File: config.mk
export PLATFORM = sky130hd
export DESIGN_NAME = uart_frame_rx
export DESIGN_NICKNAME = d
export VERILOG_FILES = /design/src/rtl/uart_frame_rx.sv
export SDC_FILE = /design/constraint.sdc
export NUM_CORES = 1
export LEC_CHECK = 0
export ABC_AREA = 1
export CAP_MARGIN = 20
export CORE_MARGIN = 2
export CORE_UTILIZATION = 60
export CTS_CLUSTER_DIAMETER = 30
export CTS_CLUSTER_SIZE = 24
export DETAILED_ROUTE_END_ITERATION = 12
export PLACE_DENSITY = 0.79
export SLEW_MARGIN = 10
export SYNTH_ARGS = -nofsm -noshare
export SYNTH_HDL_FRONTEND = slang
export SYNTH_SLANG_ARGS = --single-unit
File: constraint.sdc
create_clock -name clk -period 5.8 [get_ports clk]
set_clock_uncertainty 0.05 [all_clocks]
set_input_delay 1.16 -clock clk [delete_from_list [all_inputs] [get_ports clk]]
set_output_delay 1.16 -clock clk [all_outputs]
set_load 0.1 [all_outputs]
File: src/rtl/uart_frame_rx.sv
// UART receiver feeding a SYNC/CMD/LEN/payload/CHK frame parser and a
// first-word-fall-through payload FIFO with sticky overflow reporting.
`timescale 1ns/1ps
module uart_frame_rx #(
    parameter int         CLK_DIV     = 434,
    parameter int         FIFO_DEPTH  = 16,
    parameter int         MAX_LEN     = 512,
    parameter logic [7:0] SYNC_BYTE   = 8'hA5,
    parameter int         TIMEOUT_BIT = 32
) (
    input  logic                        clk,
    input  logic                        rst,
    input  logic                        rxd,
    output logic [7:0]                  cmd,
    output logic [15:0]                 frame_len,
    output logic                        frame_start,
    output logic                        frame_done,
    output logic                        frame_err,
    output logic [7:0]                  pld_data,
    output logic                        pld_valid,
    input  logic                        pld_ready,
    output logic [$clog2(FIFO_DEPTH):0] fifo_level,
    output logic                        overflow,
    input  logic                        clr_ovf
);
    localparam int              CW        = $clog2(CLK_DIV);
    localparam logic [CW-1:0]   HALF_LAST = CW'(CLK_DIV / 2 - 1);
    localparam logic [CW-1:0]   BIT_LAST  = CW'(CLK_DIV - 1);
    localparam int              TO_CYC    = TIMEOUT_BIT * CLK_DIV;
    localparam int              TW        = $clog2(TO_CYC);
    localparam logic [TW-1:0]   TO_LAST   = TW'(TO_CYC - 1);
    localparam int              AW        = $clog2(FIFO_DEPTH);
    localparam int              LW        = AW + 1;
    localparam logic [LW-1:0]   FULL_LVL  = LW'(FIFO_DEPTH);
    localparam logic [15:0]     MAX_LEN16 = 16'(MAX_LEN);

    typedef enum logic [1:0] {U_IDLE, U_START, U_DATA, U_STOP} u_state_t;
    typedef enum logic [2:0] {P_HUNT, P_CMD, P_LENH, P_LENL, P_PLD, P_CHK} p_state_t;

    u_state_t        r_ustate;
    logic            r_rx_s1, r_rx_s2, r_rx_s3;
    logic [CW-1:0]   r_ucnt;
    logic [2:0]      r_bit_idx;
    logic [7:0]      r_shift;
    logic            r_byte_stb, r_ferr_stb;

    p_state_t        r_pstate;
    logic [7:0]      r_cmd, r_len_hi, r_acc, r_push_data;
    logic [15:0]     r_frame_len, r_pcnt;
    logic [TW-1:0]   r_to_cnt;
    logic            r_frame_start, r_frame_done, r_frame_err, r_push, r_frame_ovf;

    logic [7:0]      r_mem [FIFO_DEPTH];
    logic [AW-1:0]   r_wr_ptr, r_rd_ptr;
    logic [LW-1:0]   r_level;
    logic [7:0]      r_pld_data;
    logic            r_pld_valid, r_overflow;

    logic [15:0]     w_len;
    logic            w_pop, w_full, w_wr, w_drop;
    logic [AW-1:0]   w_rd_nxt;
    logic [LW-1:0]   w_lvl_nxt;

    // UART bit engine: mid-bit sampling off the synchronised line
    always_ff @(posedge clk or posedge rst) begin
        if (rst) begin
            r_rx_s1    <= 1'b1;
            r_rx_s2    <= 1'b1;
            r_rx_s3    <= 1'b1;
            r_ustate   <= U_IDLE;
            r_ucnt     <= '0;
            r_bit_idx  <= '0;
            r_shift    <= '0;
            r_byte_stb <= 1'b0;
            r_ferr_stb <= 1'b0;
        end else begin
            r_rx_s1    <= rxd;
            r_rx_s2    <= r_rx_s1;
            r_rx_s3    <= r_rx_s2;
            r_byte_stb <= 1'b0;
            r_ferr_stb <= 1'b0;
            case (r_ustate)
                U_IDLE: begin
                    r_ucnt <= '0;
                    if (r_rx_s3 && !r_rx_s2) r_ustate <= U_START;
                end
                U_START: begin
                    if (r_ucnt == HALF_LAST) begin
                        r_ucnt    <= '0;
                        r_bit_idx <= '0;
                        r_ustate  <= r_rx_s2 ? U_IDLE : U_DATA;
                    end else begin
                        r_ucnt <= r_ucnt + 1'b1;
                    end
                end
                U_DATA: begin
                    if (r_ucnt == BIT_LAST) begin
                        r_ucnt    <= '0;
                        r_shift   <= {r_rx_s2, r_shift[7:1]};
                        r_bit_idx <= r_bit_idx + 1'b1;
                        if (r_bit_idx == 3'd7) r_ustate <= U_STOP;
                    end else begin
                        r_ucnt <= r_ucnt + 1'b1;
                    end
                end
                U_STOP: begin
                    if (r_ucnt == BIT_LAST) begin
                        r_ucnt     <= '0;
                        r_ustate   <= U_IDLE;
                        r_byte_stb <= r_rx_s2;
                        r_ferr_stb <= !r_rx_s2;
                    end else begin
                        r_ucnt <= r_ucnt + 1'b1;
                    end
                end
                default: r_ustate <= U_IDLE;
            endcase
        end
    end

    assign w_len = {r_len_hi, r_shift};

    // Frame parser: one step per received byte, plus inter-byte timeout
    always_ff @(posedge clk or posedge rst) begin
        if (rst) begin
            r_pstate      <= P_HUNT;
            r_cmd         <= '0;
            r_len_hi      <= '0;
            r_acc         <= '0;
            r_frame_len   <= '0;
            r_pcnt        <= '0;
            r_to_cnt      <= '0;
            r_frame_start <= 1'b0;
            r_frame_done  <= 1'b0;
            r_frame_err   <= 1'b0;
            r_push        <= 1'b0;
            r_push_data   <= '0;
            r_frame_ovf   <= 1'b0;
        end else begin
            r_frame_start <= 1'b0;
            r_frame_done  <= 1'b0;
            r_frame_err   <= 1'b0;
            r_push        <= 1'b0;
            r_to_cnt      <= (r_pstate == P_HUNT || r_byte_stb) ? '0 : r_to_cnt + 1'b1;
            if (r_byte_stb) begin
                case (r_pstate)
                    P_HUNT: if (r_shift == SYNC_BYTE) r_pstate <= P_CMD;
                    P_CMD: begin
                        r_cmd       <= r_shift;
                        r_acc       <= r_shift;
                        r_frame_ovf <= 1'b0;
                        r_pstate    <= P_LENH;
                    end
                    P_LENH: begin
                        r_len_hi <= r_shift;
                        r_acc    <= r_acc ^ r_shift;
                        r_pstate <= P_LENL;
                    end
                    P_LENL: begin
                        r_acc       <= r_acc ^ r_shift;
                        r_frame_len <= w_len;
                        r_pcnt      <= '0;
                        if (w_len > MAX_LEN16) begin
                            r_frame_err <= 1'b1;
                            r_pstate    <= P_HUNT;
                        end else begin
                            r_frame_start <= 1'b1;
                            r_pstate      <= (w_len == 16'd0) ? P_CHK : P_PLD;
                        end
                    end
                    P_PLD: begin
                        r_acc       <= r_acc ^ r_shift;
                        r_push      <= 1'b1;
                        r_push_data <= r_shift;
                        r_pcnt      <= r_pcnt + 16'd1;
                        if (r_pcnt + 16'd1 == r_frame_len) r_pstate <= P_CHK;
                    end
                    P_CHK: begin
                        if (r_shift == r_acc && !r_frame_ovf) r_frame_done <= 1'b1;
                        else                                  r_frame_err  <= 1'b1;
                        r_pstate <= P_HUNT;
                    end
                    default: r_pstate <= P_HUNT;
                endcase
            end else if (r_ferr_stb) begin
                if (r_pstate != P_HUNT) begin
                    r_frame_err <= 1'b1;
                    r_pstate    <= P_HUNT;
                end
            end else if (r_pstate != P_HUNT && r_to_cnt == TO_LAST) begin
                r_frame_err <= 1'b1;
                r_pstate    <= P_HUNT;
            end
            if (w_drop) r_frame_ovf <= 1'b1;
        end
    end

    assign w_pop     = r_pld_valid && pld_ready;
    assign w_full    = (r_level == FULL_LVL);
    assign w_wr      = r_push && (!w_full || w_pop);
    assign w_drop    = r_push && w_full && !w_pop;
    assign w_rd_nxt  = w_pop ? r_rd_ptr + 1'b1 : r_rd_ptr;
    assign w_lvl_nxt = r_level + LW'(w_wr) - LW'(w_pop);

    always_ff @(posedge clk) begin
        if (w_wr) r_mem[r_wr_ptr] <= r_push_data;
    end

    // FIFO control: head byte is re-registered so the consumer sees a flop
    always_ff @(posedge clk or posedge rst) begin
        if (rst) begin
            r_wr_ptr    <= '0;
            r_rd_ptr    <= '0;
            r_level     <= '0;
            r_pld_data  <= '0;
            r_pld_valid <= 1'b0;
            r_overflow  <= 1'b0;
        end else begin
            if (w_wr) r_wr_ptr <= r_wr_ptr + 1'b1;
            r_rd_ptr    <= w_rd_nxt;
            r_level     <= w_lvl_nxt;
            r_pld_valid <= (w_lvl_nxt != '0);
            if (r_level == LW'(w_pop)) begin
                if (w_wr) r_pld_data <= r_push_data;
            end else begin
                r_pld_data <= r_mem[w_rd_nxt];
            end
            if (w_drop)       r_overflow <= 1'b1;
            else if (clr_ovf) r_overflow <= 1'b0;
        end
    end

    assign cmd         = r_cmd;
    assign frame_len   = r_frame_len;
    assign frame_start = r_frame_start;
    assign frame_done  = r_frame_done;
    assign frame_err   = r_frame_err;
    assign pld_data    = r_pld_data;
    assign pld_valid   = r_pld_valid;
    assign fifo_level  = r_level;
    assign overflow    = r_overflow;
endmodule

# == Word level (Yosys, flattened, before mapping) ==
# Memory sizes are Yosys's and may differ from the RTL's.
# Cells that the tools add are included.
# totals
reg_bits,136
mem_bits_rw,128
input_bits,5
out_inout_bits,42
word_cells,157
memories,1
# memory_table
memory,words,width,rd,rd_clocked_by_memory_dff,wr,line,rtl
r_mem,16,8,1,0,1,53,logic [7:0] r_mem [FIFO_DEPTH];
# op_classes
add_sub_neg,8
magnitude_cmp,1
eq_ne,26
n_mux,54
bitwise,1
n_reduce_logical,38
# ops
op,n
$pmux W16 S2,1
$mux W3,9
$pmux W9 S3,1
$mux W1,26
$mux W9,2
$add A16 B1 Y16 const B,1
$eq A16 B16 Y1,1
$gt A16 B10 Y1 const B,1
$logic_not A16 Y1,1
$mux W8,2
$pmux W8 S2,1
$reduce_and A2 Y1,8
$pmux W3 S5,1
$add A14 B1 Y14 const B,1
$eq A14 B14 Y1 const B,1
$mux W14,1
$mux W2,6
$ne A2 B2 Y1 const B,6
$reduce_bool A2 Y1,6
$add A9 B1 Y9 const B,1
$eq A3 B3 Y1 const B,3
$eq A9 B8 Y1 const B,1
$eq A9 B9 Y1 const B,1
$add A4 B1 Y4 const B,2
other kinds (30),44

# == Longest topological paths before layout ==
# Gate-level depths: netlist of the first run.
# depth
ltp_word,7
depth_mapped,16
depth_no_buf,16

# == Worst setup path before layout of the first run ==
# OpenSTA, ideal clock, no wires.
# synth_path
kind,register -> register
from,register r_level[2] (netlist: fifo_level[2])
to,register r_pld_valid (netlist: pld_valid)
setup_time_ns,0.065
t_arrival_ns,3.299
t_required_ns,5.685
setup_slack_ns,2.386
path_stages_with_launch,17
path_buffers,0
period_less_slack_ns,3.414
path_cell_list,dfrtp_1 > inv_1 > ha_1 > nand3_1 > nor3_1 > nor2_2 > inv_1 > ha_1 > inv_1 > ha_1 > fa_1 > a21oi_1 > nor2_1 > nor2_1 > xor2_1 > nor2_1 > nand2_1
# synth_via
elab_chain_len,7
# synth_lines
element,line,rtl
from (decl),55,logic [LW-1:0] r_level;
from (signal assigned),221,r_level <= w_lvl_nxt;
$eq A5 B5 Y1,199,assign w_full = (r_level == FULL_LVL);
$logic_not A1 Y1,200,assign w_wr = r_push && (!w_full || w_pop);
$logic_or A1 B1 Y1,200,
$logic_and A1 B1 Y1,200,
$add A5 B1 Y5 *,203,assign w_lvl_nxt = r_level + LW'(w_wr) - LW'(w_pop);
$sub A5 B1 Y5 *,203,
via w_lvl_nxt[4],62,logic [LW-1:0] w_lvl_nxt;
$reduce_bool A5 Y1 *,222,r_pld_valid <= (w_lvl_nxt != '0);
to (signal assigned),222,
to (decl),57,"logic r_pld_valid, r_overflow;"
# The timed path passes the listed nets; every way through them passes the cells marked *.
# A chain may end at the register's enable or synchronous reset.

# == Final worst setup path of the first run ==
# layout_path
from,input port pld_ready
to,register r_pld_valid (netlist: pld_valid)
# layout_via
elab_chain_len,6
# layout_lines
element,line,rtl
from (decl),21,"input logic pld_ready,"
$logic_and A1 B1 Y1 *,198,assign w_pop = r_pld_valid && pld_ready;
$logic_or A1 B1 Y1,200,
$logic_and A1 B1 Y1,200,
$add A5 B1 Y5,203,
$sub A5 B1 Y5 *,203,
via w_lvl_nxt[4],62,
$reduce_bool A5 Y1 *,222,
# Marks and branches as above.

==> results of run 1 <==
-- critical path, stage by stage --
cell,delay (ps)
clkdlybuf4s50_1,470
nand2_2,80
inv_2,100
nor3_1,80
nor2_2,310
inv_1,110
ha_1,290
inv_1,40
ha_1,200
fa_1,400
a21oi_1,160
nor2_1,60
nor2_1,110
xor2_1,180
nor2_1,70
nand2_1,60
-- path summary, 6_finish.rpt --
path | startpoint | to | slack, ps | cells after the start
max | pld_ready | pld_valid | 2330 | 16
min | r_rx_s1 | r_rx_s2 | 310 | 0
max reg2reg | fifo_level[2] | pld_valid | 2810 | 16
min reg2reg | r_rx_s1 | r_rx_s2 | 310 | 0
max in group asynchronous | rst | r_pcnt[5] | 3460 | 3
min in group asynchronous | rst | r_rd_ptr[0] | 1160 | 2
-- area by class of cell --
class	instances	area, µm²
repair buffers	53	538
clock buffers	47	1100
inverters	109	414
flip-flops and latches	264	7250
multi-input cells	767	3870
well taps	265	332
fillers	1367	5440
clock inverters	29	328
-- metrics by stage --
stage / utilization [%] / hold slack (ps)
6_report: 71.8 / 306
2_1_floorplan: - / 295
3_5_place_dp: 64.3 / 300
5_1_grt: 71.8 / 313
3_3_place_gp: 64.3 / 295
4_1_cts: 71.7 / 308
-- cells in the final DEF, fill, tap and decap left out, types with 4 or more instances in the layout --
cell type        count
nand3_1             56
nor2_1             166
dfrtp_1            133
clkinvlp_4           7
edfxtp_1           128
clkbuf_16           42
nand4_1             13
ha_1                18
clkdlybuf4s50_1     46
buf_4                5
o211ai_1            31
xnor2_1              9
nand2_1            215
xor2_1              21
nor3_1              11
nand2_2              7
nor2_2               8
inv_6                7
nor4_1               8
inv_1              103
inv_2                5
o21bai_1             4
clkinv_4             4
o21ai_0            141
a21oi_1             20
o22ai_1             15
-- power by group through the flow --
stage                     clock (mW)  sequential [mW]  combinational [mW]
after floorplan                    0             2.48                1.09
after global routing            2.58             2.14                2.11
after global placement             0             2.16                1.84
after CTS                       2.50             2.13                1.91
after detailed placement           0             2.16                1.88
final                           2.48             2.14                1.93
-- registers in the layout, summed over array words and instances (netlist names), 9 cells and up, named ones only --
| register | count |
|---|---|
| frame_len | 16 |
| r_mem | 128 |
| r_to_cnt | 14 |
| r_pcnt | 16 |
| r_ucnt | 9 |
-- logic make-up (layout without fill, tap and decap cells) --
| kind of cell | after synthesis | in the layout | share of synthesized area, % |
|---|---|---|---|
| xor gates and xnor gates | 32 | 32 | 2.59 |
| adders and majority gates | 19 | 19 | 2.10 |
| and+or+nand+nor | 494 | 494 | 17.8 |
| DFF | 264 | 264 | 62.0 |
| buffers and inverters | 144 | 238 | 4.91 |
| AOI/OAI and AO/OA | 222 | 222 | 10.6 |
-- layer usage --
layer	share of wire [%]	wire, µm	vias up	GRT usage [%]
li1	-	-	4113	-
met5	0	0	-	0
met3	5.9	1590	82	4.63
met2	49	13300	307	44.8
met4	3.9	1050	0	11.5
met1	41	11000	4240	34.8
==> out/summary.txt, run 1 <==
Diodes inserted = 0
First drt pass iteration count = 5
Worst-Margin Slew = 1010 ps
Register bit total from synthesis = 264
Starting Density = 60.7%
Post-synthesis async set-or-reset flop share = 51.5%
# setup viols final = 0
Clk slew on worst S/H paths = 50 ps
Gates resized, CTS repair = 0
Max Fclk = 288 MHz
Psw = 2.40 mW
Wirelength per Cell = 17.5 µm
Mean Syn Cell Area = 9.95 µm²
Site row count = 51
Sequential area share after synthesis = 62.0%
First-pass GRT wire length = 43,200 µm
Crit-path max FO = 10
Max-cap violations = 0
Die width = 144 µm
Max-slew headroom = 32.2%
Crit path DAT = 3880 ps
I/O Pins = 47
Post-synth top flop = dfrtp_1
Routability cong. = 0.931
Combinational power share = 29.5%
Setup CP Type = in -> reg
TNS Setup = 0 ps
Die area = 20,600 µm²
Endpoint class of the critical path = register
Ranking of synthesized cells by area = edfxtp_1, dfrtp_1, nand2_1
Setup WS pre-CTS = 1790 ps
Synth warn = 0
Fin crit share = 59.9%
# nets final = 1,260
Layout cells sized above 1 = 8.98%
ANT nets after route = 0
Slew Viols, Final = 0
Post-CTS Setup Inserts = 0
Total CTS buffers = 41
Worst IR drop on VDD = 0.455 mV
Die Ht = 144 µm
Post-synth top area share = 32.9%
Via density = 5.70
Largest net degree at the start of global routing = 105
Clk sinks = 264
Clock power share = 37.9%
LEAKAGE = 5.89 nW
Sw Ratio = 36.7%
Clock Tree Buf Depth = 3
Cell variety after synth = 45
Area added between synthesis and finish = 18.3%
CTS H-tree lvls = 2
Root Buffer Master = clkbuf_16
DP HPWL = 17,000 µm
Leading area contributor after synthesis = edfxtp_1
Syn Std Cell Area = 11,700 µm²
DR DRC count = 0
Finished Layout Cells = 1,534
Internal power = 4.14 mW
Synth Instances = 1,175
Hold Buf Count CTS = 0
Vias in the first global route = 8,548
Iteration-0 DRC Markers = 699
WP data required = 6210 ps
Final hold vios = 0
CTS tree = built
Post-synth EDFFs = 128
Sequential cell fraction of total power = 32.6%
Finished Cell Area = 13,800 µm²
Synth Net Count = 1,199
Clk_lat worst skew = 520 ps
Min Tclk post-route = 3470 ps
Port buffer count = 46
Worst min path class = reg -> reg
GRT Residual Overflow = 0
Total wire length = 26,900 µm
Routed vias = 8,742
Placed Area = 12,400 µm²
GRT Total Usage = 26.8%
RSZ-0062 raised after global routing = no
Initial antenna violation count = 0
Placed insts = 1,457
Final Total Pwr = 6.54 mW
Area of the core = 19,300 µm²
Count leader, synth = nand2_1
Synth top cells by count = nand2_1, nor2_1, o21ai_0
CP Launch Type = input pin
Fin worst setup slack = 2330 ps
Status = completed
Pwr dens = 473 nW/µm²
Power figures use the tool's default switching activity.
==> run 2, diff against run 1 <==
==> constraint.sdc (replaced) <==
create_clock -name clk -period 3.35 [get_ports clk]
set_clock_uncertainty 0.05 [all_clocks]
set_input_delay 0.67 -clock clk [delete_from_list [all_inputs] [get_ports clk]]
set_output_delay 0.67 -clock clk [all_outputs]
set_load 0.1 [all_outputs]
==> run 2 against run 1 <==
Critical path depth is the same. Wire length shrank 4.5%. Register-to-register slack lost 2200 ps. Sequential share of layout area shrank 0.062 points. Global-route usage shrank 0.63 points. Design area grew 0.15%. Count of clock-buffer cells in the layout shrank 2. Critical path type unchanged. Highest routed layer unchanged.
==> out/summary.txt, run 2 (synthesis gave the netlist of run 1 again) <==
Hold Buf Count CTS = 0 (unchanged)
TNS Setup = 0 ps (unchanged)
First-pass GRT wire length = 41,500 µm (was 43,200 µm)
Area of the core = 19,300 µm² (unchanged)
Die Ht = 144 µm (unchanged)
Max Fclk = 361 MHz
Initial antenna violation count = 0 (unchanged)
Multi-input gate area = 3870 µm² (unchanged)
Vias in the first global route = 8,348 (was 8,548)
Total CTS buffers = 43 (was 41)
Routed vias = 8,540 (was 8,742)
Clk_lat worst skew = 540 ps (was 520 ps)
Critical hold path startpoint = r_rx_s1 (unchanged)
Via density = 5.51 (was 5.70)
Largest net degree at the start of global routing = 53 (was 105)
Crit path DAT = 3200 ps (was 3880 ps)
Reg area = 7250 µm² (about the same)
Setup WS pre-CTS = 50.5 ps (was 1790 ps)
ANT nets after route = 0 (unchanged)
Placed Area = 12,400 µm² (about the same)
# fillers = 1,354 (was 1,367)
Largest Register = r_mem (unchanged)
Die area = 20,600 µm² (unchanged)
Finished Cell Area = 13,900 µm² (was 13,800 µm²)
Most common cell after layout, fill and taps aside = nand2_1 (unchanged)
CP Launch Type = input pin (unchanged)
Starting Density = 60.7% (unchanged)
Gates resized, CTS repair = 0 (unchanged)
Slew Viols, Final = 0 (unchanged)
I/O Pins = 47 (unchanged)
Wirelength per Cell = 16.6 µm (was 17.5 µm)
Max-slew headroom = 43.9% (was 32.2%)
Die width = 144 µm (unchanged)
WP data required = 3780 ps (was 6210 ps)
CTS tree = built (unchanged)
Root Buffer Master = clkbuf_16 (unchanged)
Most frequent cells in the layout = nand2_1, nor2_1, o21ai_0 (unchanged)
# nets final = 1,274 (was 1,260)
Pwr dens = 816 nW/µm² (was 473 nW/µm²)
Flop2flop setup slack = 590 ps (was 2810 ps)
Endpoint class of the critical path = register (unchanged)
Status = completed (unchanged)
GRT Residual Overflow = 0 (unchanged)
Total wire length = 25,700 µm (was 26,900 µm)
Crit-path max FO = 5 (was 10)
Reg2Reg Depth = 16 (unchanged)
First drt pass iteration count = 5 (unchanged)
Worst r2r dst = pld_valid (unchanged)
Diodes inserted = 0 (unchanged)
Site row count = 51 (unchanged)
Met1 Usage GRT = 32.9% (was 34.8%)
Hold Path Depth = 0 (unchanged)
M3 GR Usage = 4.23% (was 4.63%)
Grt met2 use = 44.4% (was 44.8%)
RSZ-0062 raised after global routing = no (unchanged)
Clk sinks = 264 (unchanged)
Iteration-0 DRC Markers = 616 (was 699)
# setup viols final = 0 (unchanged)
Worst min path class = reg -> reg (unchanged)
Clock Tree Buf Depth = 3 (unchanged)
Hold Path End = r_rx_s2 (unchanged)
GRT Total Usage = 26.2% (was 26.8%)
Reg2reg start = fifo_level[2] (unchanged)
Setup CP Type = in -> reg (unchanged)
Fin crit share = 82.6%
Worst-Margin Slew = 841 ps (was 1010 ps)
Routability cong. = 0.872 (was 0.931)
Min Tclk post-route = 2770 ps
Final hold vios = 0 (unchanged)
Max-cap violations = 0 (unchanged)
Max FFs per register = 128 (unchanged)
GRT busiest layer = met2 (unchanged)
Layout cells sized above 1 = 13.5% (was 8.98%)
Area added between synthesis and finish = 18.5% (was 18.3%)
Fin worst setup slack = 583 ps (was 2330 ps)
Clk slew on worst S/H paths = 60 ps (was 50 ps)
Post-CTS Setup Inserts = 0 (unchanged)
CTS H-tree lvls = 2 (unchanged)
LEAKAGE = 6.05 nW (was 5.89 nW)
Worst IR drop on VDD = 0.607 mV (was 0.455 mV)
DR DRC count = 0 (unchanged)
Port buffer count = 46 (unchanged)
DP HPWL = 16,900 µm (was 17,000 µm)
[run 2: area by class of cell]
class                           instances  share of cell area, %
Clock buffer                           45                   7.98
Clock inverter                         35                   2.40
Inverter                              109                   2.98
Multi-Input combinational cell        767                   27.9
Sequential cell                       264                   52.4
Tap cell                              265                   2.39
Timing Repair Buffer                   65                   3.96
[run 2: how the worst max path moves through the flow]
stage                        startpoint   endpoint  slack (ps)  cells after the start
after floorplan               pld_valid  pld_valid         110                     15
after global placement        pld_ready  pld_valid         170                     16
after detailed placement      pld_ready  pld_valid          50                     16
after CTS                 fifo_level[2]  pld_valid         590                     16
after global routing      fifo_level[2]  pld_valid         330                     16
final                         pld_ready  pld_valid         580                     16
[run 2: power by group]
group | switching, mW | total (mW) | internal (mW) | leakage [nW]
Clock | 1.72 | 4.30 | 2.58 | 0.708
Sequential | 0.134 | 3.68 | 3.54 | 3.31
Combinational | 2.33 | 3.33 | 0.998 | 2.03
Total | 4.18 | 11.3 | 7.12 | 6.05
[run 2: metal layers]
layer / vias to the layer above / part of all wire (%)
met3: 67 / 5.7
met5: - / 0
met4: 0 / 3.8
met2: 282 / 50
met1: 4040 / 41
li1: 4151 / -
[run 2: per-stage QoR]
step	utilization (%)	total power, mW	hold WS (ps)	std cells
after floorplan	-	6.19	295	1175
after global placement	64.4	6.95	296	1470
after detailed placement	64.4	7.03	299	1470
after CTS	71.9	11.4	306	1550
after global routing	71.9	11.9	311	1550
final	71.9	11.3	306	1550
[run 2: worst max-delay path, stage by stage]
cell             delay, ps
clkdlybuf4s50_1        470
nand2_2                 80
inv_2                  120
nor3_1                  80
nor2_2                 120
inv_1                   70
ha_1                   270
inv_1                   40
ha_1                   200
fa_1                   410
a21oi_1                170
nor2_1                  50
nor2_1                 110
xor2_1                 200
nor2_1                  60
nand2_1                 60
==> run 3, diff against run 2 <==
==> constraint.sdc (replaced) <==
create_clock -name clk -period 2.9 [get_ports clk]
set_clock_uncertainty 0.05 [all_clocks]
set_input_delay 0.58 -clock clk [delete_from_list [all_inputs] [get_ports clk]]
set_output_delay 0.58 -clock clk [all_outputs]
set_load 0.1 [all_outputs]
==> run 3 against run 2 <==
Global-route usage is 1.3 points higher. Critical endpoint unchanged. Largest cell class unchanged. Non-clock buffer count is 16 higher. Register-to-register slack worse by 300 ps. Flip-flop and latch count stayed put. Worst setup slack worse by 290 ps. Power is 19% higher.
==> out/summary.txt, run 3 (synthesis gave the netlist of run 1 again) <==
First drt pass iteration count = 5 (unchanged)
Multi-input gate area = 3880 µm² (was 3870 µm²)
Die Ht = 144 µm (unchanged)
Placed Area = 12,600 µm² (was 12,400 µm²)
Finished Cell Area = 14,100 µm² (was 13,900 µm²)
Routed vias = 8,793 (was 8,540)
LEAKAGE = 6.15 nW (was 6.05 nW)
CTS H-tree lvls = 2 (unchanged)
Crit-path max FO = 3 (was 5)
Largest net degree at the start of global routing = 82 (was 53)
WP data required = 3320 ps (was 3780 ps)
Gates resized, CTS repair = 0 (unchanged)
GRT Residual Overflow = 0 (unchanged)
Die width = 144 µm (unchanged)
Status = completed (unchanged)
Setup CP Type = reg -> reg (was in -> reg)
Fin worst setup slack = 291 ps (was 583 ps)
Total wire length = 27,300 µm (was 25,700 µm)
Worst hold slack = 306 ps (about the same)
Area of the core = 19,300 µm² (unchanged)
Post-layout util = 72.9% (was 71.9%)
Largest Register = r_mem (unchanged)
GRT Total Usage = 27.5% (was 26.2%)
Die area = 20,600 µm² (unchanged)
Post-CTS Setup Inserts = 0 (unchanged)
Clk slew on worst S/H paths = 50 ps (was 60 ps)
Min Tclk post-route = 2610 ps
Area added between synthesis and finish = 20.2% (was 18.5%)
Clk sinks = 264 (unchanged)
Worst IR drop on VDD = 0.855 mV (was 0.607 mV)
Max-slew headroom = 42.0% (was 43.9%)
Crit path DAT = 3030 ps (was 3200 ps)
Root Buffer Master = clkbuf_16 (unchanged)
Final Total Pwr = 13.5 mW (was 11.3 mW)
I/O Pins = 47 (unchanged)
Worst-Margin Slew = 869 ps (was 841 ps)
Via density = 5.61 (was 5.51)
Fin crit share = 90.0%
Diodes inserted = 0 (unchanged)
ANT nets after route = 0 (unchanged)
Placed insts = 1,486 (was 1,470)
Clock Tree Buf Depth = 3 (unchanged)
Max FFs per register = 128 (unchanged)
Reg area = 7260 µm² (was 7250 µm²)
Starting Density = 60.7% (unchanged)
Clk_lat worst skew = 540 ps (about the same)
Slew Viols, Final = 0 (unchanged)
DR DRC count = 0 (unchanged)
# setup viols final = 0 (unchanged)
# fillers = 1,343 (was 1,354)
Pwr dens = 960 nW/µm² (was 816 nW/µm²)
Worst min path class = reg -> reg (unchanged)
# nets final = 1,291 (was 1,274)
Finished Layout Cells = 1,568 (was 1,550)
Most frequent cells in the layout = nand2_1, nor2_1, o21ai_0 (unchanged)
Total CTS buffers = 44 (was 43)
Port buffer count = 46 (unchanged)
CTS tree = built (unchanged)
Iteration-0 DRC Markers = 706 (was 616)
Most common cell after layout, fill and taps aside = nand2_1 (unchanged)
Wirelength per Cell = 17.4 µm (was 16.6 µm)
Layout cells sized above 1 = 14.8% (was 13.5%)
Vias in the first global route = 8,638 (was 8,348)
CP Launch Type = register (was input pin)
Site row count = 51 (unchanged)
TNS Setup = 0 ps (unchanged)
Final hold vios = 0 (unchanged)
Initial antenna violation count = 0 (unchanged)
Routability cong. = 0.925 (was 0.872)
Setup WS pre-CTS = -69.8 ps (was 50.5 ps)
DP HPWL = 17,400 µm (was 16,900 µm)
Max Fclk = 383 MHz
Hold Buf Count CTS = 0 (unchanged)
Endpoint class of the critical path = register (unchanged)
RSZ-0062 raised after global routing = no (unchanged)
Max-cap violations = 0 (unchanged)
First-pass GRT wire length = 43,700 µm (was 41,500 µm)
-- run 3: critical path: stages (launching register included) --
cell	delay, ps
dfrtp_2	430
inv_2	70
ha_2	180
nand3_1	90
nor3_2	230
nor2_4	70
inv_1	90
ha_1	130
inv_1	40
ha_1	200
fa_2	350
a21oi_1	150
nor2_1	50
nor2_1	100
xor2_1	190
nor2_1	60
nand2_1	60
-- run 3: area by class of cell --
class	instances	area share, %
clock buffer	51	8.40
sequential	264	51.6
multi-input combinational	767	27.6
timing repair buffer	81	4.84
inverter	109	2.94
clock inverter	31	2.17
tap	265	2.36
-- run 3: metal layers --
| metal | up-vias | share of wire, % | global-route usage, % |
|---|---|---|---|
| met2 | 298 | 51 | 47.3 |
| met3 | 63 | 6.0 | 4.60 |
| met1 | 4251 | 40 | 35.4 |
| li1 | 4181 | - | - |
| met5 | - | 0 | 0 |
| met4 | 0 | 2.9 | 10.0 |
-- run 3: final timing paths --
kind,slack [ps],depth (start not counted),start,end
min in group asynchronous,360,2,rst,pld_data[2]
setup reg to reg,290,16,fifo_level[2],pld_valid
hold reg to reg,310,0,r_rx_s1,r_rx_s2
setup / recovery,290,16,fifo_level[2],pld_valid
hold / removal,310,0,r_rx_s1,r_rx_s2
max in group asynchronous,1670,3,rst,r_to_cnt[0]
-- run 3: power breakdown --
group          switching [mW]  leakage, nW  internal (mW)
Sequential              0.166         3.31           4.10
Combinational            2.81         2.11           1.28
Clock                    1.88        0.727           3.25
